### config.mk
export PLATFORM = sky130hd
export DESIGN_NAME = sat_counter
export DESIGN_NICKNAME = d
export VERILOG_FILES = /design/src/rtl/sat_counter.sv
export SDC_FILE = /design/constraint.sdc
export NUM_CORES = 1
export LEC_CHECK = 0
export CAP_MARGIN = 20
export CORE_UTILIZATION = 30
export DETAILED_ROUTE_END_ITERATION = 10
export GPL_TIMING_DRIVEN = 0
export PLACE_DENSITY_LB_ADDON = 0.25
export SYNTH_ARGS = -nofsm -noshare
export SYNTH_HDL_FRONTEND = slang
export SYNTH_SLANG_ARGS = --single-unit
### constraint.sdc
create_clock -name clk -period 1.7 [get_ports clk]
set_input_delay 0.34 -clock clk [delete_from_list [all_inputs] [get_ports clk]]
set_output_delay 0.34 -clock clk [all_outputs]
set_load 0.005 [all_outputs]
### src/rtl/sat_counter.sv
// Saturating up-counter: counts inc pulses and sticks at its maximum value.
module sat_counter #(
    parameter int W = 8
) (
    input  logic         clk,
    input  logic         reset,
    input  logic         inc,
    output logic [W-1:0] out
);

    localparam logic [W-1:0] MAX_VAL = '1;

    logic [W-1:0] count_reg;

    // Increment on inc unless already at the maximum.
    always_ff @(posedge clk) begin
        if (reset)
            count_reg <= '0;
        else if (inc && (count_reg != MAX_VAL))
            count_reg <= count_reg + W'(1);
    end

    assign out = count_reg;

endmodule

* Yosys cells after proc, flatten, opt, wreduce, memory -nomap -nowiden *
Index checks and enable logic that the tools add are counted.

word-level totals
  bits of input ports = 3
  output and inout bits = 8
  flip-flop bits (word level) = 8
  word-level logic and storage cells = 4

operators by class
  eq/ne operators = 1
  reductions and logical operators = 1
  add/sub/neg operators = 1

operators with widths
  cell                 number
  $add 8x1->8 const B  1
  $ne 8x8->1 const B   1
  $logic_and 1x1->1    1

* Logic depth before layout (Yosys ltp) *
Gate-level depths: netlist (run 1).

  depth in word-level cells = 2
  gate-level depth with buffers = 4
  gate-level depth less buffers = 4

* Worst setup path before layout (run 1) *
Ideal clock, no wire load.

  kind = reg2reg
  from = reg count_reg[0] (netlist: out[0])
  to = reg count_reg[0] (netlist: out[0])
  setup time = 0.121 ns
  required time = 1.579 ns
  cell stages (with the launch flop) = 5
  data arrival time = 1.245 ns
  path buffers = 0
  setup slack = 0.334 ns
  clock period less this slack = 1.366 ns
  cells stage by stage = dfxtp_1 -> ha_1 -> and3_4 -> a21boi_4 -> mux2_4

on the way
  word-level cells in the longest chain between the ends = 2
  elaborated cells on any way between the ends = 3
  those cells by class = 1 x add/sub; 1 x eq/ne; 1 x reduce/logical

RTL lines
  element                                                              RTL line  source
  from (decl)                                                          13        logic [W-1:0] count_reg;
  from (signal assigned)                                               20        count_reg <= count_reg + W'(1);
  parallel branches: the longest is 2 deep, another holds $add 8x1->8  -

Parallel ways; which one is timed is not known.
A chain may end at the register's enable or synchronous reset.

* Worst setup path in the final report (run 1) *
  from = reg count_reg[2] (netlist: out[2])
  to = out out[2]

RTL lines
  element    RTL line  source
  to (decl)  8         output logic [W-1:0] out

No word-level cell between the ends.

==> qor.yml, run 1 <==
critical_path:
  timing.rr.start: "out[0]"
  critPathTopFamily: "buffers and inverters"
  reg2regPathDepth: 4
  crit_chain: "clkdlybuf4s50_1"
  critPathMaxFanout: 8
  crit_buf_inv: 1
  cp_slowest_stage_delay_ns: 0.55
  path_class: "register to output pin"
  regToRegSetupSlack_ns: 0.24
  end_kind: "output pin"
  cp.arrival_ns: 1.25
  r2r_end: "out[0]"
  worstSetupStartpointType: "register"
  cp.required_ns: 1.36
  cp_slowest_cell: "clkdlybuf4s50_1"
clock_network:
  cts_buffers: 3
  cts_setup_buffers: 0
  cts_resized: 0
  clk_latency_ns: 0.25
  path_clk_slew_ns: 0.05
  cts_tree: "built"
  clockRootBuffer: "clkbuf_4"
  cts.sinks: 8
  cts_htree_levels: 1
  cts_max_path_buffers: 2
  cts_hold_buffers: 0
timing:
  tns_ns: 0
  finalSetupViolCount: 0
  rsz0062_at_grt: "no"
  max_freq_mhz: 627.9
  worst_pin_slew_ns: 0.2760
  hold_viol: 0
  finalCritPeriodShare: 0.9368
  min_period_ns: 1.593
  timing.hold.ws_ns: 0.5164
  slew_violations: 0
  fin_skew_ns: 0.0006162
  relSlewSlack: 0.8154
hold_path:
  min_to: "out[5]"
  hold_depth: 1
  hold_class: "register to register"
  hp-start: "out[5]"
drt:
  drcViolationCount: 0
  drt_iter0_drc: 10
  drt_first_pass_iters: 4
  post_drt_wl_per_cell_um: 12.81
  vias: 403
  vias_per_cell: 5.446
  drt_wl_total_um: 948
  ant_nets: 0
logic_synthesis:
  netlist_area_um2: 430.4
  ys_types: 25
  avgSynthCellArea_um2: 9.357
  syn_inst: 46
  yosysWarnings: 0
  syn-num-nets: 50
  ys_seq_area_frac: 0.3721
  ys_ff_latch: 8
floorplan:
  core_area_mm2: 0.001318
  rows: 13
  num_io_pins: 11
  die_x_um: 39.88
  die_h_um: 39.88
  dieArea_mm2: 0.001590
  start_util: 0.3267
final_layout:
  syn_to_final_growth_pct: 32.85
  final_common_cell: "clkdlybuf4s50_1"
  register_area_um2: 160.2
  largest_reg_flops: 8
  layout.cells.most_common_list: "clkdlybuf4s50_1 (10), dfxtp_1 (8), a21oi_1 (5), nand2_1 (5), clkbuf_4 (3)"
  final_layout_size_suffix_gt1_frac: 0.1525
  diodes: 0
  fin_nets: 65
  n_fill_cell: 128
  multiInputGateArea_um2: 255.2
global_route:
  globalRouteTotalUtil: 0.1556
  grt_pass1_wl_mm: 1.600
  grt_start_max_net_pins: 9
  grt_overflow: 0
  grt_antenna_before_repair: 0
  grt_pass1_vias: 365
power_and_ir_drop:
  p_leak_nw: 0.2066
  ir_drop_mv: 0.3594
  powerDensity_mw_per_mm2: 664.6
place:
  hpwl_um: 688.3
  gp_congestion: 0.7942
  io_buffers: 10
status:
  outcome: "complete, no violations"
job:
  drv_cap: 0
==> layer usage <==
metal / share of wire / vias up / wire length [um] / global-route usage
li1: - / 206 / - / -
met1: 0.51 / 185 / 483 / 0.2000
met2: 0.44 / 10 / 415 / 0.2258
met3: 0.040 / 2 / 38 / 0.03409
met4: 0.012 / 0 / 11 / 0.1034
met5: 0 / - / 0 / 0
==> synth_stat cells <==
cell type | instances | area (um^2)
dfxtp_1 | 8 | 160.2
a21oi_1 | 5 | 25.02
nand2_1 | 5 | 18.77
a211oi_1 | 2 | 15.01
and4_1 | 2 | 17.52
nand3_1 | 2 | 10.01
nand4_1 | 2 | 12.51
nor3_1 | 2 | 10.01
o21bai_1 | 2 | 15.01
a21boi_0 | 1 | 7.510
a21boi_4 | 1 | 18.77
a311oi_1 | 1 | 8.760
a31oi_1 | 1 | 6.260
and2b_2 | 1 | 8.760
and3_4 | 1 | 11.26
buf_6 | 1 | 11.26
ha_1 | 1 | 12.51
inv_1 | 1 | 3.750
mux2_4 | 1 | 15.01
mux2i_1 | 1 | 10.01
nand2b_1 | 1 | 6.260
nor2_1 | 1 | 3.750
o21ai_1 | 1 | 5.000
o311a_1 | 1 | 10.01
or3_2 | 1 | 7.510
==> final cells by class <==
cell class | instances | area share
Multi-Input combinational cell | 36 | 0.4464
Buffer | 1 | 0.01969
Tap cell | 15 | 0.03282
Timing Repair Buffer | 10 | 0.1751
Sequential cell | 8 | 0.2801
Inverter | 1 | 0.006565
Clock buffer | 3 | 0.03939
==> cell families (layout without fill, tap and decap cells) <==
family                     Yosys count  in the layout  synth area share
AOI/OAI and AO/OA                   15             15            0.2587
and+or+nand+nor                     18             18            0.2471
buffers and inverters                2             15           0.03487
muxes                                2              2           0.05813
DFF                                  8              8            0.3721
adders and majority gates            1              1           0.02907
==> worst max path at each step <==
stage | from | end | depth (start not counted)
2_1_floorplan | out[0] | out[0] | 4
3_3_place_gp | inc | out[3] | 4
3_5_place_dp | inc | out[3] | 4
4_1_cts | out[3] | out[3] | 1
5_1_grt | out[3] | out[3] | 1
6_report | out[2] | out[2] | 1
==> where the power goes <==
group,total [mW],leakage (nW),internal [mW],switching (mW)
Sequential,0.200,0.0648,0.193,0.00749
Clock,0.143,0.0138,0.0807,0.0628
Combinational,0.0365,0.128,0.0222,0.0143
==> metrics by stage <==
stage / setup WS, ns / std cells / cell area (um^2) / total power, mW / utilization
3_5_place_dp: 0.03327 / 71 / 549.3 / 0.2397 / 0.4169
3_3_place_gp: 0.04523 / 71 / 549.3 / 0.2395 / 0.4169
4_1_cts: 0.1167 / 74 / 571.8 / 0.3898 / 0.4340
6_report: 0.1075 / 74 / 571.8 / 0.3800 / 0.4340
2_1_floorplan: 0.3338 / 46 / 430.4 / 0.2187 / -
5_1_grt: 0.03155 / 74 / 571.8 / 0.4049 / 0.4340
Power figures use the tool's default switching activity.
==> run 2, diff against run 1 <==
--- a/config.mk
+++ b/config.mk
@@ -7,6 +7,7 @@
 export LEC_CHECK = 0
 export CAP_MARGIN = 20
 export CORE_UTILIZATION = 30
+export CTS_CLUSTER_DIAMETER = 200
 export DETAILED_ROUTE_END_ITERATION = 10
 export GPL_TIMING_DRIVEN = 0
 export PLACE_DENSITY_LB_ADDON = 0.25
==> results of run 2 <==
Final layout, timing and power as in run 1 (identical DEF).
==> run 3, diff against run 2 <==
--- a/config.mk
+++ b/config.mk
@@ -6,9 +6,10 @@
 export NUM_CORES = 1
 export LEC_CHECK = 0
 export CAP_MARGIN = 20
-export CORE_UTILIZATION = 30
+export CORE_AREA = 2 2 39 41
 export CTS_CLUSTER_DIAMETER = 200
 export DETAILED_ROUTE_END_ITERATION = 10
+export DIE_AREA = 0 0 41 43
 export GPL_TIMING_DRIVEN = 0
 export PLACE_DENSITY_LB_ADDON = 0.25
 export SYNTH_ARGS = -nofsm -noshare
==> run 3 against run 2 <==
Effect of this change:
- worst setup slack worse by 0.020 ns
- first-iteration DRC count is 50% lower
- sequential share of layout area is 0.061 points lower
- die area is 11% higher
- sequential power hardly changed
- total power is 3.6% higher
- utilization is 2.0 points lower
- maximum frequency is 1.3% lower
- combinational power hardly changed
==> qor.yml, run 3 (synthesis results as in run 1) <==
clock_network:
  cts_htree_levels: 1  # unchanged
  cts_tree: "built"  # unchanged
  cts_hold_buffers: 0  # unchanged
  path_clk_slew_ns: 0.06  # was 0.05 ns
  clk_latency_ns: 0.27  # was 0.25 ns
  cts.sinks: 8  # unchanged
  cts_buffers: 3  # unchanged
  cts_max_path_buffers: 2  # unchanged
  cts_setup_buffers: 0  # unchanged
  clockRootBuffer: "clkbuf_4"  # unchanged
  cts_resized: 0  # unchanged
final_layout:
  final_common_cell: "clkdlybuf4s50_1"  # unchanged
  fin_nets: 65  # unchanged
  largest_reg_flops: 8  # unchanged
  diodes: 0  # unchanged
  final_layout_size_suffix_gt1_frac: 0.1525  # unchanged
  n_fill_cell: 146  # was 128
  layout.cells.most_common_list: "clkdlybuf4s50_1 (10), dfxtp_1 (8), a21oi_1 (5), nand2_1 (5), clkbuf_4 (3)"  # unchanged
  syn_to_final_growth_pct: 33.14  # was 32.85%
critical_path:
  critPathTopFamily: "buffers and inverters"  # unchanged
  cp_slowest_cell: "clkdlybuf4s50_1"  # unchanged
  crit_buf_inv: 1  # unchanged
  critPathMaxFanout: 7  # was 8
  end_kind: "output pin"  # unchanged
  cp.required_ns: 1.36  # about the same
  crit_chain: "clkdlybuf4s50_1"  # unchanged
  cp_slowest_stage_delay_ns: 0.55  # about the same
  cp.depth: 1  # unchanged
  path_class: "register to output pin"  # unchanged
  worstSetupStartpointType: "register"  # unchanged
  cp.arrival_ns: 1.27  # was 1.25 ns
  reg2regPathDepth: 4  # unchanged
timing:
  relSlewSlack: 0.8016  # was 0.8154
  finalSetupViolCount: 0  # unchanged
  min_period_ns: 1.613  # was 1.593 ns
  timing.hold.ws_ns: 0.5104  # was 0.5164 ns
  hold_viol: 0  # unchanged
  fin_skew_ns: 0.007418  # was 0.0006162 ns
  tns_ns: 0  # unchanged
  worst_pin_slew_ns: 0.2966  # was 0.2760 ns
  slew_violations: 0  # unchanged
  finalCritPeriodShare: 0.9488  # was 0.9368
  rsz0062_at_grt: "no"  # unchanged
  max_freq_mhz: 620.0  # was 627.9 MHz
place:
  hpwl_um: 708.5  # was 688.3 um
  io_buffers: 10  # unchanged
  gp_congestion: 0.7348  # was 0.7942
floorplan:
  core_area_mm2: 0.001384  # was 0.001318 mm^2
  dieArea_mm2: 0.001763  # was 0.001590 mm^2
  rows: 14  # was 13
  num_io_pins: 11  # unchanged
  start_util: 0.3110  # was 0.3267
  die_x_um: 41  # was 39.88 um
  die_h_um: 43  # was 39.88 um
power_and_ir_drop:
  powerDensity_mw_per_mm2: 687.2  # was 664.6 mW/mm^2
  p_leak_nw: 0.2066  # unchanged
  ir_drop_mv: 0.3767  # was 0.3594 mV
job:
  drv_cap: 0  # unchanged
drt:
  vias: 405  # was 403
  drt_wl_total_mm: 1.005  # was 948 um
  drt_iter0_drc: 5  # was 10
  wl_met3_um: 57  # was 38 um
  wl_met1_um: 491  # was 483 um
  vias_per_cell: 5.400  # was 5.446
  highest_layer: "met4"  # unchanged
  drcViolationCount: 0  # unchanged
  post_drt_wl_per_cell_um: 13.40  # was 12.81 um
  ant_nets: 0  # unchanged
  dr_wl_met2_um: 433  # was 415 um
  drt_first_pass_iters: 2  # was 4
global_route:
  globalRouteTotalUtil: 0.1483  # was 0.1556
  grt_overflow: 0  # unchanged
  grt_start_max_net_pins: 9  # unchanged
  grt_pass1_vias: 385  # was 365
  grt_antenna_before_repair: 0  # unchanged
  grt_pass1_wl_mm: 1.711  # was 1.600 mm
hold_path:
  hold_depth: 2  # was 1
  hold_class: "register to register"  # unchanged
status:
  outcome: "complete, no violations"  # unchanged
-- run 3: path summary, 6_finish.rpt --
kind	from	endpoint	slack, ns
max	out[7]	out[7]	0.09
min	out[1]	out[1]	0.51
min reg2reg	out[1]	out[1]	0.51
max reg2reg	out[0]	out[0]	0.26
-- run 3: area by class of cell --
cell class,instances,area [um^2],area share
multi-input cells,36,255.2,0.4454
plain buffers,1,11.26,0.01965
inverters,1,3.754,0.006550
repair buffers,10,100.1,0.1747
clock buffers,3,22.52,0.03930
flip-flops and latches,8,160.2,0.2795
well taps,16,20.02,0.03493
-- run 3: report_power, final --
group | switching (mW) | leakage (nW) | total (mW) | internal (mW)
clock | 0.0766 | 0.0138 | 0.158 | 0.0816
combinational | 0.0146 | 0.128 | 0.0368 | 0.0223
sequential | 0.00638 | 0.0648 | 0.199 | 0.192
total | 0.0976 | 0.207 | 0.394 | 0.296
-- run 3: layer usage --
layer	vias to the layer above	GRT usage
met1	187	0.1961
li1	203	-
met2	13	0.1844
met3	2	0.05759
met5	-	0
met4	0	0.1133
-- run 3: stage by stage --
step	total power [mW]	util	worst slack [ns]	cell area, um^2	cells
floorplan	0.2187	-	0.3338	430.4	46
global placement	0.2397	0.3978	0.05271	550.5	72
detailed placement	0.2397	0.3978	0.04137	550.5	72
CTS	0.4011	0.4141	0.06807	573.1	75
global route	0.4145	0.4141	0.02019	573.1	75
finish	0.3938	0.4141	0.08701	573.1	75
